`src/rtl/vend_pkg.sv`:
```
// Shared definitions for the vending payout path: coin values, denomination
// select codes and the change-dispenser state encoding.
package vend_pkg;

    localparam logic [3:0] COIN_1 = 4'd1;
    localparam logic [3:0] COIN_2 = 4'd2;
    localparam logic [3:0] COIN_5 = 4'd5;

    typedef enum logic [1:0] {
        SEL_NONE = 2'b00,
        SEL_1    = 2'b01,
        SEL_2    = 2'b10,
        SEL_5    = 2'b11
    } coin_sel_t;

    typedef enum logic [2:0] {
        S_IDLE,
        S_SELECT,
        S_EJECT,
        S_WAIT_ACK,
        S_DONE,
        S_FAULT
    } disp_state_t;

    function automatic logic [3:0] coin_value(input coin_sel_t sel);
        case (sel)
            SEL_1:   coin_value = COIN_1;
            SEL_2:   coin_value = COIN_2;
            SEL_5:   coin_value = COIN_5;
            default: coin_value = 4'd0;
        endcase
    endfunction

endpackage

```
`src/rtl/coin_inventory.sv`:
```
// Per-denomination coin counters. A host load always beats a same-cycle
// payout decrement, and a counter already at zero never wraps.
module coin_inventory
    import vend_pkg::*;
#(
    parameter int INV_W = 8
) (
    input  logic             clk,
    input  logic             reset,
    input  logic             load_en,
    input  logic [1:0]       load_sel,
    input  logic [INV_W-1:0] load_val,
    input  logic             dec_en,
    input  logic [1:0]       dec_sel,
    output logic [INV_W-1:0] inv_5,
    output logic [INV_W-1:0] inv_2,
    output logic [INV_W-1:0] inv_1
);

    always_ff @(posedge clk or posedge reset) begin
        if (reset) begin
            inv_5 <= '0;
            inv_2 <= '0;
            inv_1 <= '0;
        end else begin
            if (load_en && load_sel == SEL_5)
                inv_5 <= load_val;
            else if (dec_en && dec_sel == SEL_5 && inv_5 != '0)
                inv_5 <= inv_5 - INV_W'(1);

            if (load_en && load_sel == SEL_2)
                inv_2 <= load_val;
            else if (dec_en && dec_sel == SEL_2 && inv_2 != '0)
                inv_2 <= inv_2 - INV_W'(1);

            if (load_en && load_sel == SEL_1)
                inv_1 <= load_val;
            else if (dec_en && dec_sel == SEL_1 && inv_1 != '0)
                inv_1 <= inv_1 - INV_W'(1);
        end
    end

endmodule

```
`src/rtl/change_dispenser.sv`:
```
// Payout engine: pays a 0-15 rupee change amount greedily as 5/2/1 coins,
// pulsing one hopper solenoid per coin and waiting for the sensor acknowledge.
module change_dispenser
    import vend_pkg::*;
#(
    parameter int PULSE_W = 4,
    parameter int TIMEOUT = 255,
    parameter int INV_W   = 8
) (
    input  logic             clk,
    input  logic             reset,
    input  logic             req_valid,
    input  logic [3:0]       req_amount,
    output logic             req_ready,
    output logic             eject_5,
    output logic             eject_2,
    output logic             eject_1,
    input  logic             coin_sent,
    input  logic             load_en,
    input  logic [1:0]       load_sel,
    input  logic [INV_W-1:0] load_val,
    output logic             busy,
    output logic             done,
    output logic             fault,
    output logic [3:0]       remaining,
    output logic [INV_W-1:0] inv_5,
    output logic [INV_W-1:0] inv_2,
    output logic [INV_W-1:0] inv_1
);

    // state      | meaning
    // S_IDLE     | ready for a request
    // S_SELECT   | choose largest coin that fits and is stocked
    // S_EJECT    | solenoid pulse for PULSE_W cycles
    // S_WAIT_ACK | wait for coin_sent, bounded by TIMEOUT
    // S_DONE     | one-cycle done pulse
    // S_FAULT    | payout abandoned, remaining keeps the shortfall

    localparam int PW = (PULSE_W > 1) ? $clog2(PULSE_W) : 1;
    localparam int TW = $clog2(TIMEOUT + 1);

    disp_state_t   state;
    coin_sel_t     sel;
    coin_sel_t     pick;
    logic [PW-1:0] pcnt;
    logic [TW-1:0] tcnt;
    logic          coin_dec;

    assign coin_dec = (state == S_WAIT_ACK) && coin_sent;

    coin_inventory #(.INV_W(INV_W)) u_inv (
        .clk      (clk),
        .reset    (reset),
        .load_en  (load_en),
        .load_sel (load_sel),
        .load_val (load_val),
        .dec_en   (coin_dec),
        .dec_sel  (sel),
        .inv_5    (inv_5),
        .inv_2    (inv_2),
        .inv_1    (inv_1)
    );

    // Greedy choice, no backtracking: a stocked larger coin is always taken.
    always_comb begin
        pick = SEL_NONE;
        if (remaining >= COIN_5 && inv_5 != '0)
            pick = SEL_5;
        else if (remaining >= COIN_2 && inv_2 != '0)
            pick = SEL_2;
        else if (remaining >= COIN_1 && inv_1 != '0)
            pick = SEL_1;
    end

    always_ff @(posedge clk or posedge reset) begin
        if (reset) begin
            state     <= S_IDLE;
            sel       <= SEL_NONE;
            pcnt      <= '0;
            tcnt      <= '0;
            remaining <= '0;
            fault     <= 1'b0;
            req_ready <= 1'b1;
            busy      <= 1'b0;
            done      <= 1'b0;
            eject_5   <= 1'b0;
            eject_2   <= 1'b0;
            eject_1   <= 1'b0;
        end else begin
            done <= 1'b0;
            case (state)
                S_IDLE: begin
                    if (req_valid) begin
                        remaining <= req_amount;
                        fault     <= 1'b0;
                        req_ready <= 1'b0;
                        busy      <= 1'b1;
                        state     <= S_SELECT;
                    end
                end
                S_SELECT: begin
                    if (remaining == 4'd0) begin
                        done  <= 1'b1;
                        state <= S_DONE;
                    end else if (pick != SEL_NONE) begin
                        sel     <= pick;
                        pcnt    <= PW'(PULSE_W - 1);
                        eject_5 <= (pick == SEL_5);
                        eject_2 <= (pick == SEL_2);
                        eject_1 <= (pick == SEL_1);
                        state   <= S_EJECT;
                    end else begin
                        fault <= 1'b1;
                        state <= S_FAULT;
                    end
                end
                S_EJECT: begin
                    if (pcnt == '0) begin
                        eject_5 <= 1'b0;
                        eject_2 <= 1'b0;
                        eject_1 <= 1'b0;
                        tcnt    <= TW'(TIMEOUT);
                        state   <= S_WAIT_ACK;
                    end else begin
                        pcnt <= pcnt - PW'(1);
                    end
                end
                S_WAIT_ACK: begin
                    // An acknowledge arriving on the last allowed cycle still counts.
                    if (coin_sent) begin
                        remaining <= remaining - coin_value(sel);
                        state     <= S_SELECT;
                    end else if (tcnt == '0) begin
                        fault <= 1'b1;
                        state <= S_FAULT;
                    end else begin
                        tcnt <= tcnt - TW'(1);
                    end
                end
                S_DONE, S_FAULT: begin
                    req_ready <= 1'b1;
                    busy      <= 1'b0;
                    state     <= S_IDLE;
                end
                default: begin
                    eject_5   <= 1'b0;
                    eject_2   <= 1'b0;
                    eject_1   <= 1'b0;
                    req_ready <= 1'b1;
                    busy      <= 1'b0;
                    state     <= S_IDLE;
                end
            endcase
        end
    end

endmodule

```
`config.mk`:
```
export PLATFORM = sky130hd
export DESIGN_NAME = change_dispenser
export DESIGN_NICKNAME = d
export VERILOG_FILES = /design/src/rtl/vend_pkg.sv /design/src/rtl/coin_inventory.sv /design/src/rtl/change_dispenser.sv
export SDC_FILE = /design/constraint.sdc
export NUM_CORES = 1
export LEC_CHECK = 0
export BUFFER_PORTS_ARGS = -buffer_cell sky130_fd_sc_hd__buf_2
export CORE_UTILIZATION = 50
export DETAILED_ROUTE_END_ITERATION = 12
export PLACE_DENSITY = 0.75
export SYNTH_ARGS = -nofsm -noshare
export SYNTH_HDL_FRONTEND = slang
export SYNTH_HIERARCHICAL = 1
export SYNTH_SLANG_ARGS = --single-unit
```
`constraint.sdc`:
```
create_clock -name clk -period 1.9 [get_ports clk]
set_clock_uncertainty 0.1 [all_clocks]
set_input_delay 0.19 -clock clk [delete_from_list [all_inputs] [get_ports clk]]
set_output_delay 0.19 -clock clk [all_outputs]
set_load 0.1 [all_outputs]
```
==> results by group, run 1 <==
Routing
  – Vias per inst: 5.735
  – Routed wire length: 8.224 mm
  – Avg WL per Cell: 15.79 um
  – Drc violations: 0
  – Vias: 2988
  – Drt first pass iters: 4
  – ANT nets after route: 0
  – Initial drt markers: 174

Setup path
  – Arr. time, crit path: 2.00 ns
  – Reg-to-reg setup timing slack: 0.002 ns
  – Critical Path End: u_inv/inv_2[1]$_DFFE_PP0P_
  – R2R depth: 7
  – CP endpoint kind: flip-flop
  – Worst setup startpoint: state[2]$_DFFE_PP0P_
  – Reg-to-Reg End: u_inv/inv_2[1]$_DFFE_PP0P_
  – Critical Path RT: 2.01 ns
  – Critical path startpoint category: flip-flop
  – WS Path Type: reg2reg
  – Critical-path maximum fanout: 6
  – FF-to-FF Start: state[2]$_DFFE_PP0P_

Synth
  – Async set or reset register ratio after synthesis: 100.0%
  – Dominant cell by count in the synthesized netlist: dfrtp_1
  – Mux contribution to synthesized area: 3.344%
  – Main synth FF type: dfrtp_1
  – XOR/XNOR Fraction of Synth Area: 4.568%
  – Cell taking the most area after synthesis: dfrtp_1
  – EDFF count, synth: 0
  – Synth top area share: 39.97%
  – Largest family of logic cells by synthesized area: simple AND/OR/NAND/NOR gates
  – Post-Synth Adder-Cell Area: 5.546%
  – Post-Synth Simple-Gate Area: 26.39%
  – Register bit total from synthesis: 50
  – Seq/Total Area, Yosys: 40.82%
  – Compound-gate portion of the synthesized area: 15.38%
  – Syn_nets: 379
  – Synth top cells by count: 49 x dfrtp_1, 38 x nand2_1, 35 x nor2_1, 31 x a21oi_1, 25 x inv_1
  – Syn Inst Count: 347
  – Synth Warn #: 6
  – Mapped cell area: 3068 um2
  – Synth area leaders: dfrtp_1 40%, a21oi_1 5.1%, ha_1 4.9%
  – Synth unique cells: 50
  – Avg Inst Size Synth: 8.841 um2

Place
  – Port Buffers: 53
  – Routability cong.: 0.8591
  – Dpl cell area: 3776 um2
  – HPWL Detailed: 5.902 mm
  – Placed insts: 499

Finish
  – Diode count: 0
  – Layout fillers: 457
  – Multi-input gate area: 1893 um2
  – Nets: 477
  – Final Non-Filler Cells: 521
  – Fin area: 4116 um2
  – Register area: 1315 um2
  – Share of cells above drive strength 1: 39.46%
  – P&R area growth vs syn: 34.18%

Floorplanning
  – DIE WIDTH: 80.33 um
  – Die extent in y: 80.33 um
  – Initial core utilization: 51.82%
  – Std cell rows: 28
  – Core ar.: 5921 um2
  – Die footprint: 6453 um2
  – I/O pins: 54

Pwr
  – Max VDD drop: 0.001562 V
  – Total Power Consumption: 7.406 mW
  – Power per cell area: 1799 nW/um2
  – Leakage: 1.792 nW

STA
  – Achievable frequency: 526.9 MHz
  – Total Neg Setup Slack: 0 ns
  – Slew Limit Fails: 0
  – Crit share post-route: 99.89%
  – Final setup vio count: 0
  – Final hold violations: 0
  – Tmin final: 1.898 ns
  – Slew headroom: 62.67%
  – RSZ-0062 raised after global routing: true
  – Slew @ Worst Pin: 0.5583 ns

Global routing
  – Gr ovfl total: 0
  – Initial antenna violation count: 0
  – First-pass GRT wire length: 12.99 mm
  – GRT Total Usage: 26.26%
  – Vias in the first global route: 2739
  – Largest net degree at the start of global routing: 27

Clock network
  – Worst-skew pair later-pin latency: 0.31 ns
  – Clock root buffer: clkbuf_8
  – Clock-pin slew on the worst setup and hold paths: 0.10 ns
  – Htree depth: 2
  – Clock buffer depth: 2
  – TritonCTS clock tree: built
  – Clock Sinks: 50
  – CTS Buf Count: 5

Run
  – Maxcap violations: 0

Hold path
  – Hold WC Path Type: in2reg

Outcome
  – Outcome: finished clean
-- where the power goes --
part	internal, mW	switching [mW]	leakage [nW]
registers	1.53	0.479	0.539
clock network	0.395	0.360	0.0524
logic	1.32	3.32	1.20
-- how the worst min path moves through the flow --
stage	to	startpoint	depth (start not counted)	slack, ns
floorplan	u_inv/inv_1[0]$_DFFE_PP0P_	reset	1	0.10
global placement	u_inv/inv_5[3]$_DFFE_PP0P_	reset	2	0.08
detailed placement	u_inv/inv_5[3]$_DFFE_PP0P_	reset	2	0.09
CTS	u_inv/inv_5[2]$_DFFE_PP0P_	load_val[2]	3	0.05
global route	u_inv/inv_5[2]$_DFFE_PP0P_	load_val[2]	3	0.05
finish	u_inv/inv_5[2]$_DFFE_PP0P_	load_val[2]	3	0.06
-- through the flow --
stage | utilization, % | setup slack (ns) | hold slack, ns
finish | 69.53 | 0.002132 | 0.05513
global route | 69.53 | -0.06906 | 0.05305
CTS | 66.36 | 0.004803 | 0.05263
detailed placement | 63.78 | -0.03387 | 0.09040
global placement | 63.78 | 0.01234 | 0.07636
floorplan | - | -0.07350 | 0.1038
-- cell type report --
cell class | instances | share of cell area, %
flip-flops and latches | 50 | 31.95
clock inverters | 1 | 0.7295
multi-input cells | 265 | 45.99
well taps | 75 | 2.280
repair buffers | 98 | 14.80
inverters | 25 | 2.401
clock buffers | 7 | 1.854
-- placed cells by master, fill, tap and decap left out, drive strengths merged, types with 6 or more instances in the layout --
cell type	n
buf	97
nor4	12
a21oi	31
nor3	12
ha	12
nor2	35
xnor2	11
o21ai	18
dfrtp	49
nand2	38
mux2i	8
nand3b	6
or3	6
inv	25
clkbuf	7
nand3	10
-- metal layers --
metal | wire, um | track usage [%] | vias up
li1 | - | - | 1429
met1 | 3644 | 36.47 | 1457
met2 | 4096 | 40.85 | 95
met3 | 387 | 4.318 | 7
met4 | 95 | 10.00 | 0
met5 | 0 | 0 | -
-- kinds of logic after synthesis --
| group | count (synthesis) |
|---|---|
| XOR/XNOR | 16 |
| AO/OA/AOI/OAI | 79 |
| adder cells (fa/ha/maj) | 13 |
| multiplexers | 10 |
| flip-flops | 50 |
| AND/OR/NAND/NOR | 147 |
| buffers and inverters | 32 |
-- state kept, by name, indices dropped and copies added (netlist names) --
name,cells
fault,1
u_inv/inv_5,8
sel,2
busy,1
eject_1,1
remaining,4
done,1
req_ready,1
eject_5,1
u_inv/inv_1,8
pcnt,2
tcnt,8
u_inv/inv_2,8
state,3
eject_2,1
-- repair_timing --
action                                  4_1_cts  5_1_grt
buffers inserted                              2       11
resized for setup                             5       22
endpoints found under the setup margin        7       22
hold buffers                                  1        0
pin swaps                                     2       14
endpoints found under the hold margin        33        0
-- worst max-delay path, stage by stage (launching register included) --
cell and delay, ns:
dfrtp_1 0.39, nand3b_1 0.22, nor2_4 0.21, nand3b_1 0.18
buf_4 0.18, a21oi_2 0.17, mux2i_1 0.10, mux2_2 0.26
Power figures use the tool's default switching activity.
==> run 2: changes to the inputs <==
--- a/config.mk
+++ b/config.mk
@@ -9,6 +9,7 @@
 export CORE_UTILIZATION = 50
 export DETAILED_ROUTE_END_ITERATION = 12
 export PLACE_DENSITY = 0.75
+export SETUP_SLACK_MARGIN = 0.02
 export SYNTH_ARGS = -nofsm -noshare
 export SYNTH_HDL_FRONTEND = slang
 export SYNTH_HIERARCHICAL = 1
==> results by group, run 2 (same netlist as run 1, synthesis figures left out) <==
Hold path
  – Hold WC Path Type: in2reg
  – Hold EP: u_inv/inv_5[2]$_DFFE_PP0P_
  – Worst hold start: load_val[2]
  – WHS Path Cells: 3 (unchanged)

Clock network
  – Clock buffer depth: 2 (unchanged)
  – Clock Sinks: 50 (unchanged)
  – Clock root buffer: clkbuf_8
  – Worst-skew pair later-pin latency: 0.32 ns (about the same)
  – TritonCTS clock tree: built
  – Htree depth: 2 (unchanged)
  – CTS Buf Count: 5 (unchanged)
  – Clock-pin slew on the worst setup and hold paths: 0.11 ns (about the same)

Pwr
  – Leakage: 1.807 nW (+0.84%)
  – Power per cell area: 1821 nW/um2 (+1.2%)
  – Max VDD drop: 0.001634 V (+4.6%)

Routing
  – Vias: 2949 (-1.3%)
  – Drt first pass iters: 4 (unchanged)
  – Drc violations: 0 (unchanged)
  – Routed wire length: 8.321 mm (+1.2%)
  – Avg WL per Cell: 15.94 um (+0.99%)
  – ANT nets after route: 0 (unchanged)
  – Vias per inst: 5.649 (-1.5%)
  – Initial drt markers: 166 (-4.6%)

Outcome
  – Failing checks: setup timing
  – Outcome: finished with violations

STA
  – Crit share post-route: 101.2% (+1.3 points)
  – Slew @ Worst Pin: 0.5703 ns (+0.01195 ns)
  – Final setup vio count: 1 (+1)
  – Slew headroom: 61.87% (-0.80 points)
  – Achievable frequency: 520.1 MHz (-1.3%)
  – Tmin final: 1.923 ns (+0.02493 ns)
  – Final Worst Setup Slack: -0.02280 ns (-0.02493 ns)
  – Hold_ws: 0.02762 ns (-0.02751 ns)
  – Final hold violations: 0 (unchanged)
  – Slew Limit Fails: 0 (unchanged)
  – RSZ-0062 raised after global routing: true

Setup path
  – Reg-to-reg setup timing slack: -0.02 ns (-0.02 ns)
  – Critical-path maximum fanout: 4 (-2)
  – R2R depth: 5 (-2)
  – FF-to-FF Start: u_inv/inv_5[5]$_DFFE_PP0P_
  – Critical Path RT: 2.03 ns (+0.02 ns)
  – Reg-to-Reg End: u_inv/inv_5[7]$_DFFE_PP0P_
  – Arr. time, crit path: 2.05 ns (+0.05 ns)
  – WS Path Type: reg2reg
  – CP endpoint kind: flip-flop
  – Critical path startpoint category: flip-flop

Finish
  – Fin area: 4153 um2 (+0.88%)
  – Commonest non-fill, non-tap cell in the layout: buf_2
  – Diode count: 0 (unchanged)
  – Final Non-Filler Cells: 522 (+0.19%)
  – P&R area growth vs syn: 35.36%
  – Nets: 478 (+0.21%)
  – Most frequent cells in the layout: 53 x buf_2, 44 x buf_4, 37 x nand2_1, 34 x nor2_1, 28 x a21oi_1
  – Share of cells above drive strength 1: 41.16% (+1.7 points)

Place
  – Port Buffers: 53 (unchanged)
  – Placed insts: 501 (+0.40%)
  – Routability cong.: 0.9225 (+7.4%)
  – Dpl cell area: 3796 um2 (+0.53%)
  – HPWL Detailed: 5.888 mm (-0.24%)

Floorplanning
  – Initial core utilization: 51.82% (unchanged)
  – Die footprint: 6453 um2 (unchanged)
  – DIE WIDTH: 80.33 um (unchanged)
  – Die extent in y: 80.33 um (unchanged)
  – I/O pins: 54 (unchanged)
  – Core ar.: 5921 um2 (unchanged)
  – Std cell rows: 28 (unchanged)

Run
  – Maxcap violations: 0 (unchanged)

Global routing
  – GRT Total Usage: 26.15% (-0.10 points)
  – Initial antenna violation count: 0 (unchanged)
  – Vias in the first global route: 2771 (+1.2%)
  – Gr ovfl total: 0 (unchanged)
  – Largest net degree at the start of global routing: 27 (unchanged)
  – First-pass GRT wire length: 12.99 mm (about the same)
run 2: cell type report:
class,count,area [um2]
Timing Repair Buffer,99,616.8
Fill cell,465,1768
Multi-Input combinational cell,265,1911
Clock inverter,1,30.03
Inverter,25,98.84
Clock buffer,7,86.33
Sequential cell,50,1316
Tap cell,75,93.84
run 2: routing by layer:
metal	vias to the layer above	wire length [um]	track usage [%]
li1	1439	-	-
met1	1424	3647	34.12
met2	76	4279	44.36
met3	10	281	4.886
met4	0	113	6.786
met5	-	0	0
run 2: how the worst max path moves through the flow:
stage                               start                    endpoint  slack [ns]
2_1_floorplan    remaining[1]$_DFFE_PP0P_         pcnt[1]$_DFFE_PP0P_       -0.07
3_3_place_gp         state[2]$_DFFE_PP0P_         tcnt[7]$_DFFE_PP0P_        0.03
3_5_place_dp          tcnt[1]$_DFFE_PP0P_         tcnt[4]$_DFFE_PP0P_       -0.04
4_1_cts               tcnt[4]$_DFFE_PP0P_         tcnt[6]$_DFFE_PP0P_        0.03
5_1_grt        u_inv/inv_5[5]$_DFFE_PP0P_  u_inv/inv_5[7]$_DFFE_PP0P_       -0.08
6_report       u_inv/inv_5[5]$_DFFE_PP0P_  u_inv/inv_5[7]$_DFFE_PP0P_       -0.02
run 2: critical path: stages, from the launching register on:
cell and delay (ns):
dfrtp_4 0.49, buf_6 0.13, nor4_4 0.33, nand2b_1 0.12
or4_4 0.51, a31oi_4 0.17
run 2: through the flow:
stage          power, mW  worst slack, ns  setup TNS (ns)  utilization, %
5_1_grt            7.987         -0.07844         -0.3010           70.14
4_1_cts            7.272          0.02799               0           66.78
3_5_place_dp       6.429         -0.04402        -0.09711           64.12
6_report           7.563         -0.02280        -0.02280           70.14
2_1_floorplan      5.399         -0.07315         -0.2762               -
3_3_place_gp       6.338          0.02546               0           64.12
run 2: repair_timing:
action	in CTS	in global routing
pin swaps	6	18
hold buffers	1	0
buffers inserted	3	10
resized for setup	2	29
hold endpoints to repair	32	0
setup endpoints to repair	9	25
run 2: power by group:
group	internal [mW]	switching, mW	total [mW]
registers	1.53	0.495	2.02
clock network	0.430	0.366	0.796
logic	1.39	3.35	4.74
total	3.35	4.21	7.56
